$ cat config.mk
export PLATFORM = sky130hd
export DESIGN_NAME = rca_16bit
export DESIGN_NICKNAME = d
export VERILOG_FILES = /design/src/rtl/rca_pkg.sv /design/src/rtl/full_adder.sv /design/src/rtl/rca_16bit.sv
export SDC_FILE = /design/constraint.sdc
export NUM_CORES = 1
export LEC_CHECK = 0
export ABC_AREA = 1
export CORE_UTILIZATION = 37
export CTS_BUF_LIST = sky130_fd_sc_hd__clkbuf_16
export DETAILED_ROUTE_END_ITERATION = 8
export PLACE_DENSITY_LB_ADDON = 0.12
export SLEW_MARGIN = 20
export SYNTH_ARGS = -nofsm -noshare
export SYNTH_HDL_FRONTEND = slang
export SYNTH_SLANG_ARGS = --single-unit
$ cat constraint.sdc
create_clock -name clk -period 0.8 [get_ports clk]
set_clock_uncertainty 0.05 [all_clocks]
set_input_delay 0.2 -clock clk [delete_from_list [all_inputs] [get_ports clk]]
set_output_delay 0.2 -clock clk [all_outputs]
set_load 0.02 [all_outputs]
$ cat src/rtl/rca_pkg.sv
// Shared constants for the ripple-carry adder slice.
package rca_pkg;

   localparam int unsigned RCA_WIDTH = 16;

endpackage : rca_pkg

$ cat src/rtl/full_adder.sv
// One-bit full adder cell; purely combinational, chained by rca_16bit.
module full_adder (
   input  logic a,
   input  logic b,
   input  logic cin,
   output logic s,
   output logic cout
);

   assign s    = a ^ b ^ cin;
   assign cout = (a & b) | (a & cin) | (b & cin);

endmodule : full_adder

$ cat src/rtl/rca_16bit.sv
// Ripple-carry adder built from full_adder cells, with registered sum and carry out.
module rca_16bit
   import rca_pkg::*;
#(
   parameter int unsigned WIDTH = RCA_WIDTH
) (
   input  logic             clk,
   input  logic             rst,
   input  logic [WIDTH-1:0] in1,
   input  logic [WIDTH-1:0] in2,
   input  logic             cin,
   output logic [WIDTH-1:0] sum,
   output logic             cout
);

   logic [WIDTH:0]   carry;
   logic [WIDTH-1:0] sum_d;
   logic             cout_d;
   logic [WIDTH-1:0] sum_q;
   logic             cout_q;

   assign carry[0] = cin;

   // Each cell takes its carry from the cell below; no lookahead.
   for (genvar gi = 0; gi < int'(WIDTH); gi++) begin : g_bit
      full_adder u_fa (
         .a    (in1[gi]),
         .b    (in2[gi]),
         .cin  (carry[gi]),
         .s    (sum_d[gi]),
         .cout (carry[gi+1])
      );
   end

   assign cout_d = carry[WIDTH];

   always_ff @(posedge clk or posedge rst) begin
      if (rst) begin
         sum_q  <= '0;
         cout_q <= 1'b0;
      end else begin
         sum_q  <= sum_d;
         cout_q <= cout_d;
      end
   end

   assign sum  = sum_q;
   assign cout = cout_q;

endmodule : rca_16bit

==> impl_summary.log, run 1 <==
[metrics] sequential share of the synthesized area: 54.05%
[metrics] final critical delay including setup and external delays: 5.817 ns
[metrics] number of enable-type register cells in the synthesized netlist: 0
[metrics] first-pass iteration count of the detailed router: 1
[metrics] overflow left after global routing: 0
[metrics] maximum root-to-sink buffer count: 2
[metrics] DR DRC count: 0
[metrics] DP Worst Slack: -5.801 ns
[metrics] starting utilization of the core area: 39.71%
[metrics] # clock sinks: 17
[metrics] startpoint class of the critical path: input port
[metrics] average detailed-routed wire length per instance: 11.40 um
[metrics] static leakage power: 0.6529 nW
[metrics] starting DRC count in detailed routing: 0
[metrics] asr flop ratio synth: 100.0%
[metrics] root buffer cell: sky130_fd_sc_hd__clkbuf_16
[metrics] violated checks: setup timing
[metrics] type of the tightest min-delay check: input port to async pin
[metrics] Slew @ Worst Pin: 0.1173 ns
[metrics] number of distinct standard cells referenced by the synthesized netlist: 3
[metrics] Setup WS post-layout: -5.017 ns
[metrics] Fmax achieved: 171.9 MHz
[metrics] final layout net count: 153
[metrics] register clock-pin slew on the reported worst setup and hold paths: 0.05 ns
[metrics] core area: 0.001982 sq mm
[metrics] power density normalized to cell area: 2051 mW/mm^2
[metrics] post-detailed-routing wire length: 1459 um
[metrics] critical setup path kind: input port to register
[metrics] H-tree Lvls: 1
[metrics] flop and latch count out of synthesis: 17
[metrics] routed via count divided by cell count: 4.141
[metrics] data arrival at the endpoint of the critical path: 5.95 ns
[metrics] Required @ worst endpoint: 0.93 ns
[metrics] maximum capacitance violations: 0
[metrics] Post-DRT Antenna Nets: 0
[metrics] Antenna diodes: 0
[metrics] clock tree from TritonCTS: built
[metrics] post-synthesis instance area: 787.0 sq um
[metrics] status: finished, violations left
[metrics] ratio of cells with drive above 1 in the final layout: 48.51%
[metrics] HPWL reported at the end of detailed placement: 1248 um
[metrics] CP Capture Type: register
[metrics] unrepaired setup endpoints after global routing: yes
[metrics] peak supply drop: 1.733 mV
[metrics] leading post-synthesis cells by instance count: sky130_fd_sc_hd__dfrtp_1, sky130_fd_sc_hd__fa_1, sky130_fd_sc_hd__inv_1
[metrics] Placement Rows: 16
[metrics] number of global-route vias before repair: 582
[metrics] number of setup violations in the final report: 34
[metrics] worst-case headroom to the max-slew limit: 92.15%
[metrics] routability congestion estimate: 0.6828
[metrics] period utilization: 727.2%
[metrics] total of warnings raised by yosys: 0
[metrics] wire length of the first global-routing pass: 2166 um
[metrics] number of placed I/O pins: 52
[metrics] area fraction of the dominant cell type after synthesis: 54.05%
[metrics] width of the chip: 48.12 um
[metrics] Max Fanout on Critical Path: 1
[metrics] Die ar.: 0.002316 sq mm
[metrics] per-instance average area after synthesis: 17.89 sq um
[metrics] die boundary height: 48.12 um
[metrics] largest cells by area after synthesis: sky130_fd_sc_hd__dfrtp_1, sky130_fd_sc_hd__fa_1, sky130_fd_sc_hd__inv_1
[metrics] Slew Viols, Final: 0
[metrics] total negative slack for setup checks: -46.73 ns
[metrics] most frequently used flop master after synthesis: sky130_fd_sc_hd__dfrtp_1
[metrics] Area Overhead vs Synth: 91.89%
[metrics] Synth area leader: sky130_fd_sc_hd__dfrtp_1
[metrics] initial antenna violation count: 0
[metrics] Post-Syn Instances: 44
[metrics] Hold Vio Cnt, Final: 0
[metrics] most frequently used cell type in the post-synthesis netlist: sky130_fd_sc_hd__dfrtp_1
[metrics] maximum number of pins on one net before global-route repair: 11
[metrics] vias: 530
[metrics] port bufs: 51
[metrics] Inserted Clock Buffers: 3
[metrics] post-synth net total: 95
[metrics] global routing usage summed across all routing layers: 14.71%
## flip-flops by register name, summed over array words and instances (netlist names)
name	flops
cout	1
sum	16
## what timing repair did
item	CTS	global route
pin swaps	0	1
resized for setup	124	1
hold buffers	0	0
buffers inserted	0	0
endpoints found under the setup margin	34	34
## critical path: stages
cell	delay [ns]
sky130_fd_sc_hd__buf_8	0.11
sky130_fd_sc_hd__inv_12	0.04
sky130_fd_sc_hd__fa_2	0.19
sky130_fd_sc_hd__inv_2	0.04
sky130_fd_sc_hd__fa_2	0.33
sky130_fd_sc_hd__fa_2	0.34
sky130_fd_sc_hd__fa_2	0.34
sky130_fd_sc_hd__fa_2	0.34
sky130_fd_sc_hd__fa_2	0.34
sky130_fd_sc_hd__fa_2	0.34
sky130_fd_sc_hd__fa_2	0.34
sky130_fd_sc_hd__fa_2	0.35
sky130_fd_sc_hd__fa_2	0.35
sky130_fd_sc_hd__fa_2	0.35
sky130_fd_sc_hd__fa_2	0.35
sky130_fd_sc_hd__fa_2	0.35
sky130_fd_sc_hd__fa_2	0.35
sky130_fd_sc_hd__fa_2	0.35
sky130_fd_sc_hd__inv_2	0.07
sky130_fd_sc_hd__fa_2	0.42
sky130_fd_sc_hd__inv_1	0.06
## power breakdown
group          internal, mW  switching (mW)  leakage, nW
Sequential             1.03          0.0798        0.198
Clock                 0.667           0.299       0.0409
Combinational         0.574           0.451        0.414
## layer usage
layer | GRT usage (%) | vias up | share of wire [%]
li1 | - | 236 | -
met1 | 17.09 | 261 | 36
met2 | 25.68 | 31 | 57
met3 | 3.704 | 2 | 6.4
met4 | 6.667 | 0 | 0.89
met5 | 0 | - | 0
## layout by cell type (no fill, tap or decap), drive strengths merged
cell,n
buf,22
clkbuf,3
clkdlybuf4s50,29
clkinv,1
dfrtp,17
dlygate4sd2,2
fa,16
inv,11
## final timing paths
| check | from | endpoint | slack, ns | cells past startpoint |
|---|---|---|---|---|
| max in group asynchronous | rst | sum[13]$_DFF_PP0_ | 0.36 | 3 |
| min in group clk | cin | sum[0]$_DFF_PP0_ | 0.31 | 4 |
| worst max-delay path | in1[0] | sum[15]$_DFF_PP0_ | -5.02 | 21 |
| worst min-delay path | rst | sum[1]$_DFF_PP0_ | 0.20 | 3 |
## cell families after synthesis
logic type                 share of synthesized area [%]
DFF                                                54.05
adders and majority gates                          40.70
buffers and inverters                              5.246
## per-stage QoR
stage	hold slack (ns)	cell area (sq um)	power (mW)	cells	util, %
after global routing	0.2259	1510	3.272	128	76.20
after CTS	0.2020	1504	3.143	128	75.88
final	0.2021	1510	3.097	128	76.20
after detailed placement	0.4627	1401	2.085	124	70.71
after floorplan	0.07607	842.1	1.476	44	-
after global placement	0.4632	1401	2.068	124	70.71
## layout make-up
type | count | area, sq um
Fill cell | 109 | 471.7
Multi-Input combinational cell | 16 | 360.3
Clock inverter | 1 | 5.005
Inverter | 11 | 58.81
Timing Repair Buffer | 53 | 551.8
Sequential cell | 17 | 425.4
Tap cell | 27 | 33.78
Clock buffer | 3 | 75.07
No activity file was read; power rests on OpenSTA's default activity.
==> run 2: changes to the inputs <==
--- a/config.mk
+++ b/config.mk
@@ -5,8 +5,10 @@
 export SDC_FILE = /design/constraint.sdc
 export NUM_CORES = 1
 export LEC_CHECK = 0
-export ABC_AREA = 1
-export CORE_UTILIZATION = 37
+export CELL_PAD_IN_SITES_DETAIL_PLACEMENT = 1
+export CELL_PAD_IN_SITES_GLOBAL_PLACEMENT = 1
+export CORE_ASPECT_RATIO = 1.75
+export CORE_UTILIZATION = 29
 export CTS_BUF_LIST = sky130_fd_sc_hd__clkbuf_16
 export DETAILED_ROUTE_END_ITERATION = 8
 export PLACE_DENSITY_LB_ADDON = 0.12
==> run 2 against run 1 <==
The flow still finishes with violations (setup timing); clock power shrank 0.7%; utilization is 16 points lower; non-clock buffer count decreased by 1; worst hold slack better by 0.017 ns; via count increased by 3.8%; sequential power about the same; wire length grew 20%; final cell count fell by 1.6%; total power increased by 0.49%; first-iteration DRC count up 7; sequential share of layout area is 0.070 points higher.
==> impl_summary.log, run 2 (synthesis gave the netlist of run 1 again) <==
[metrics] end point of the critical path: sum[15]$_DFF_PP0_ (unchanged)
[metrics] status: finished, violations left (unchanged)
[metrics] combinational share of power: 33.8% (was 33.1%)
[metrics] flip-flop count of the largest register, all copies and words added: 16 (unchanged)
[metrics] critical setup path kind: input port to register (unchanged)
[metrics] period utilization: 739.6% (was 727.2%)
[metrics] routed wire length on met2: 1163 um (was 825 um)
[metrics] Slew Viols, Final: 0 (unchanged)
[metrics] final critical delay including setup and external delays: 5.917 ns (was 5.817 ns)
[metrics] startpoint class of the critical path: input port (unchanged)
[metrics] total negative slack for setup checks: -48.03 ns (was -46.73 ns)
[metrics] CP Launch Point: in1[0] (unchanged)
[metrics] routability congestion estimate: 0.6167 (was 0.6828)
[metrics] worst-case headroom to the max-slew limit: 92.23% (was 92.15%)
[metrics] number of global-route vias before repair: 669 (was 582)
[metrics] vias: 550 (was 530)
[metrics] width of the chip: 41.38 um (was 48.12 um)
[metrics] type of the tightest min-delay check: input port to async pin (unchanged)
[metrics] Max Fanout on Critical Path: 1 (unchanged)
[metrics] number of setup violations in the final report: 34 (unchanged)
[metrics] core area: 0.002522 sq mm (was 0.001982 sq mm)
[metrics] CP Capture Type: register (unchanged)
[metrics] global routing usage summed across all routing layers: 15.04% (was 14.71%)
[metrics] data arrival at the endpoint of the critical path: 6.05 ns (was 5.95 ns)
[metrics] Required @ worst endpoint: 0.93 ns (about the same)
[metrics] power share of the clock group: 30.8% (was 31.2%)
[metrics] initial antenna violation count: 0 (unchanged)
[metrics] wire length of the first global-routing pass: 2842 um (was 2166 um)
[metrics] Die ar.: 0.002934 sq mm (was 0.002316 sq mm)
[metrics] proportion of power drawn by flip-flops and latches: 35.4% (was 35.7%)
[metrics] H-tree Lvls: 1 (unchanged)
[metrics] violated checks: setup timing (unchanged)
[metrics] overall power: 3.112 mW (was 3.097 mW)
[metrics] Placement Rows: 24 (was 16)
[metrics] Slew @ Worst Pin: 0.1161 ns (was 0.1173 ns)
[metrics] switching fraction of total power: 27.05% (was 26.79%)
[metrics] Setup WS post-layout: -5.117 ns (was -5.017 ns)
[metrics] routed via count divided by cell count: 4.365 (was 4.141)
[metrics] ratio of cells with drive above 1 in the final layout: 48.00% (was 48.51%)
[metrics] first-pass iteration count of the detailed router: 2 (was 1)
[metrics] starting DRC count in detailed routing: 7 (was 0)
[metrics] overflow left after global routing: 0 (unchanged)
[metrics] maximum capacitance violations: 0 (unchanged)
[metrics] Antenna diodes: 0 (unchanged)
[metrics] sum of routed wire segments on met1: 421 um (was 524 um)
[metrics] HPWL reported at the end of detailed placement: 1550 um (was 1248 um)
[metrics] static leakage power: 0.6509 nW (was 0.6529 nW)
[metrics] # clock sinks: 17 (unchanged)
[metrics] Area Overhead vs Synth: 91.41% (was 91.89%)
[metrics] Internal: 2.270 mW (was 2.267 mW)
[metrics] metal3 WL: 158 um (was 94 um)
[metrics] unrepaired setup endpoints after global routing: yes (unchanged)
[metrics] switching component of the power: 0.8417 mW (was 0.8296 mW)
[metrics] power density normalized to cell area: 2066 mW/mm^2 (was 2051 mW/mm^2)
[metrics] post-detailed-routing wire length: 1758 um (was 1459 um)
[metrics] clock tree from TritonCTS: built (unchanged)
[metrics] peak supply drop: 1.090 mV (was 1.733 mV)
[metrics] commonest non-fill, non-tap cells in the layout: sky130_fd_sc_hd__clkdlybuf4s50_1, sky130_fd_sc_hd__buf_6, sky130_fd_sc_hd__dfrtp_1 (unchanged)
[metrics] Max Used Layer: met4 (unchanged)
[metrics] Fmax achieved: 169.0 MHz (was 171.9 MHz)
[metrics] total cell area at the placement stage: 0.001405 sq mm (was 0.001401 sq mm)
[metrics] port bufs: 51 (unchanged)
[metrics] maximum number of pins on one net before global-route repair: 18 (was 11)
[metrics] most common cell after layout, fill and taps aside: sky130_fd_sc_hd__clkdlybuf4s50_1 (unchanged)
[metrics] maximum root-to-sink buffer count: 2 (unchanged)
[metrics] number of placed I/O pins: 52 (unchanged)
[metrics] starting utilization of the core area: 31.20% (was 39.71%)
[metrics] DR DRC count: 0 (unchanged)
[metrics] register clock-pin slew on the reported worst setup and hold paths: 0.05 ns (about the same)
[metrics] final layout net count: 152 (was 153)
[metrics] average detailed-routed wire length per instance: 13.95 um (was 11.40 um)
[metrics] Inserted Clock Buffers: 3 (unchanged)
[metrics] root buffer cell: sky130_fd_sc_hd__clkbuf_16 (unchanged)
[metrics] Hold Vio Cnt, Final: 0 (unchanged)
[metrics] Core Util, Final: 59.72% (was 76.20%)
[metrics] Post-DRT Antenna Nets: 0 (unchanged)
[metrics] die boundary height: 70.92 um (was 48.12 um)
[metrics] post-route cell area: 0.001506 sq mm (was 0.001510 sq mm)
run 2: cell count changes in the layout (fill, tap and decap cells not counted), sizes merged:
cell,before,now
inv,11,12
buf,22,21
clkinv,1,0
run 2: area by class of cell:
class | instances | area (sq um)
Clock buffer | 3 | 75.07
Clock inverter | 1 | 3.754
Fill cell | 260 | 1016
Inverter | 11 | 58.81
Multi-Input combinational cell | 16 | 360.3
Sequential cell | 17 | 425.4
Tap cell | 26 | 32.53
Timing Repair Buffer | 52 | 550.5
run 2: layer usage:
metal | vias to the layer above | GRT usage [%]
met3 | 2 | 4.075
met5 | - | 0
li1 | 233 | -
met2 | 35 | 28.13
met1 | 280 | 12.93
met4 | 0 | 6.452
run 2: worst min-delay path by stage:
| stage | to | slack [ns] | cells past startpoint |
|---|---|---|---|
| CTS | sum[15]$_DFF_PP0_ | 0.23 | 3 |
| global route | sum[15]$_DFF_PP0_ | 0.24 | 3 |
| detailed placement | sum[15]$_DFF_PP0_ | 0.48 | 3 |
| global placement | sum[2]$_DFF_PP0_ | 0.48 | 3 |
| finish | sum[2]$_DFF_PP0_ | 0.22 | 3 |
| floorplan | cout$_DFF_PP0_ | 0.08 | 1 |
run 2: metrics by stage:
| stage | hold WS (ns) | setup WS [ns] | instances |
|---|---|---|---|
| floorplan | 0.07607 | -5.016 | 44 |
| global placement | 0.4806 | -5.790 | 122 |
| detailed placement | 0.4783 | -5.881 | 122 |
| CTS | 0.2250 | -5.164 | 126 |
| global route | 0.2382 | -5.291 | 126 |
| finish | 0.2195 | -5.117 | 126 |
run 2: worst max-delay path: stages:
cell and delay (ns):
sky130_fd_sc_hd__buf_8 0.11, sky130_fd_sc_hd__inv_12 0.04, sky130_fd_sc_hd__fa_2 0.19, sky130_fd_sc_hd__inv_2 0.04, sky130_fd_sc_hd__fa_2 0.34, sky130_fd_sc_hd__fa_2 0.38, sky130_fd_sc_hd__fa_2 0.37, sky130_fd_sc_hd__fa_2 0.36
sky130_fd_sc_hd__fa_2 0.35, sky130_fd_sc_hd__fa_2 0.34, sky130_fd_sc_hd__fa_2 0.35, sky130_fd_sc_hd__fa_2 0.35, sky130_fd_sc_hd__fa_2 0.35, sky130_fd_sc_hd__fa_2 0.35, sky130_fd_sc_hd__fa_2 0.35, sky130_fd_sc_hd__fa_2 0.35
sky130_fd_sc_hd__fa_2 0.35, sky130_fd_sc_hd__fa_2 0.34, sky130_fd_sc_hd__inv_2 0.07, sky130_fd_sc_hd__fa_2 0.43, sky130_fd_sc_hd__inv_2 0.06
run 2: power by group through the flow:
stage / Combinational (mW) / Clock, mW / Sequential, mW
3_5_place_dp: 1.04 / 0 / 1.08
3_3_place_gp: 1.00 / 0 / 1.07
5_1_grt: 1.16 / 1.04 / 1.12
6_report: 1.05 / 0.959 / 1.10
4_1_cts: 1.08 / 0.993 / 1.11
2_1_floorplan: 0.176 / 0 / 1.30
run 2: what timing repair did:
| action | 4_1_cts | 5_1_grt |
|---|---|---|
| resized for setup | 125 | 0 |
| setup endpoints to repair | 34 | 34 |
| setup buffers | 0 | 0 |
| hold buffers | 0 | 0 |
| cloned | 0 | 0 |
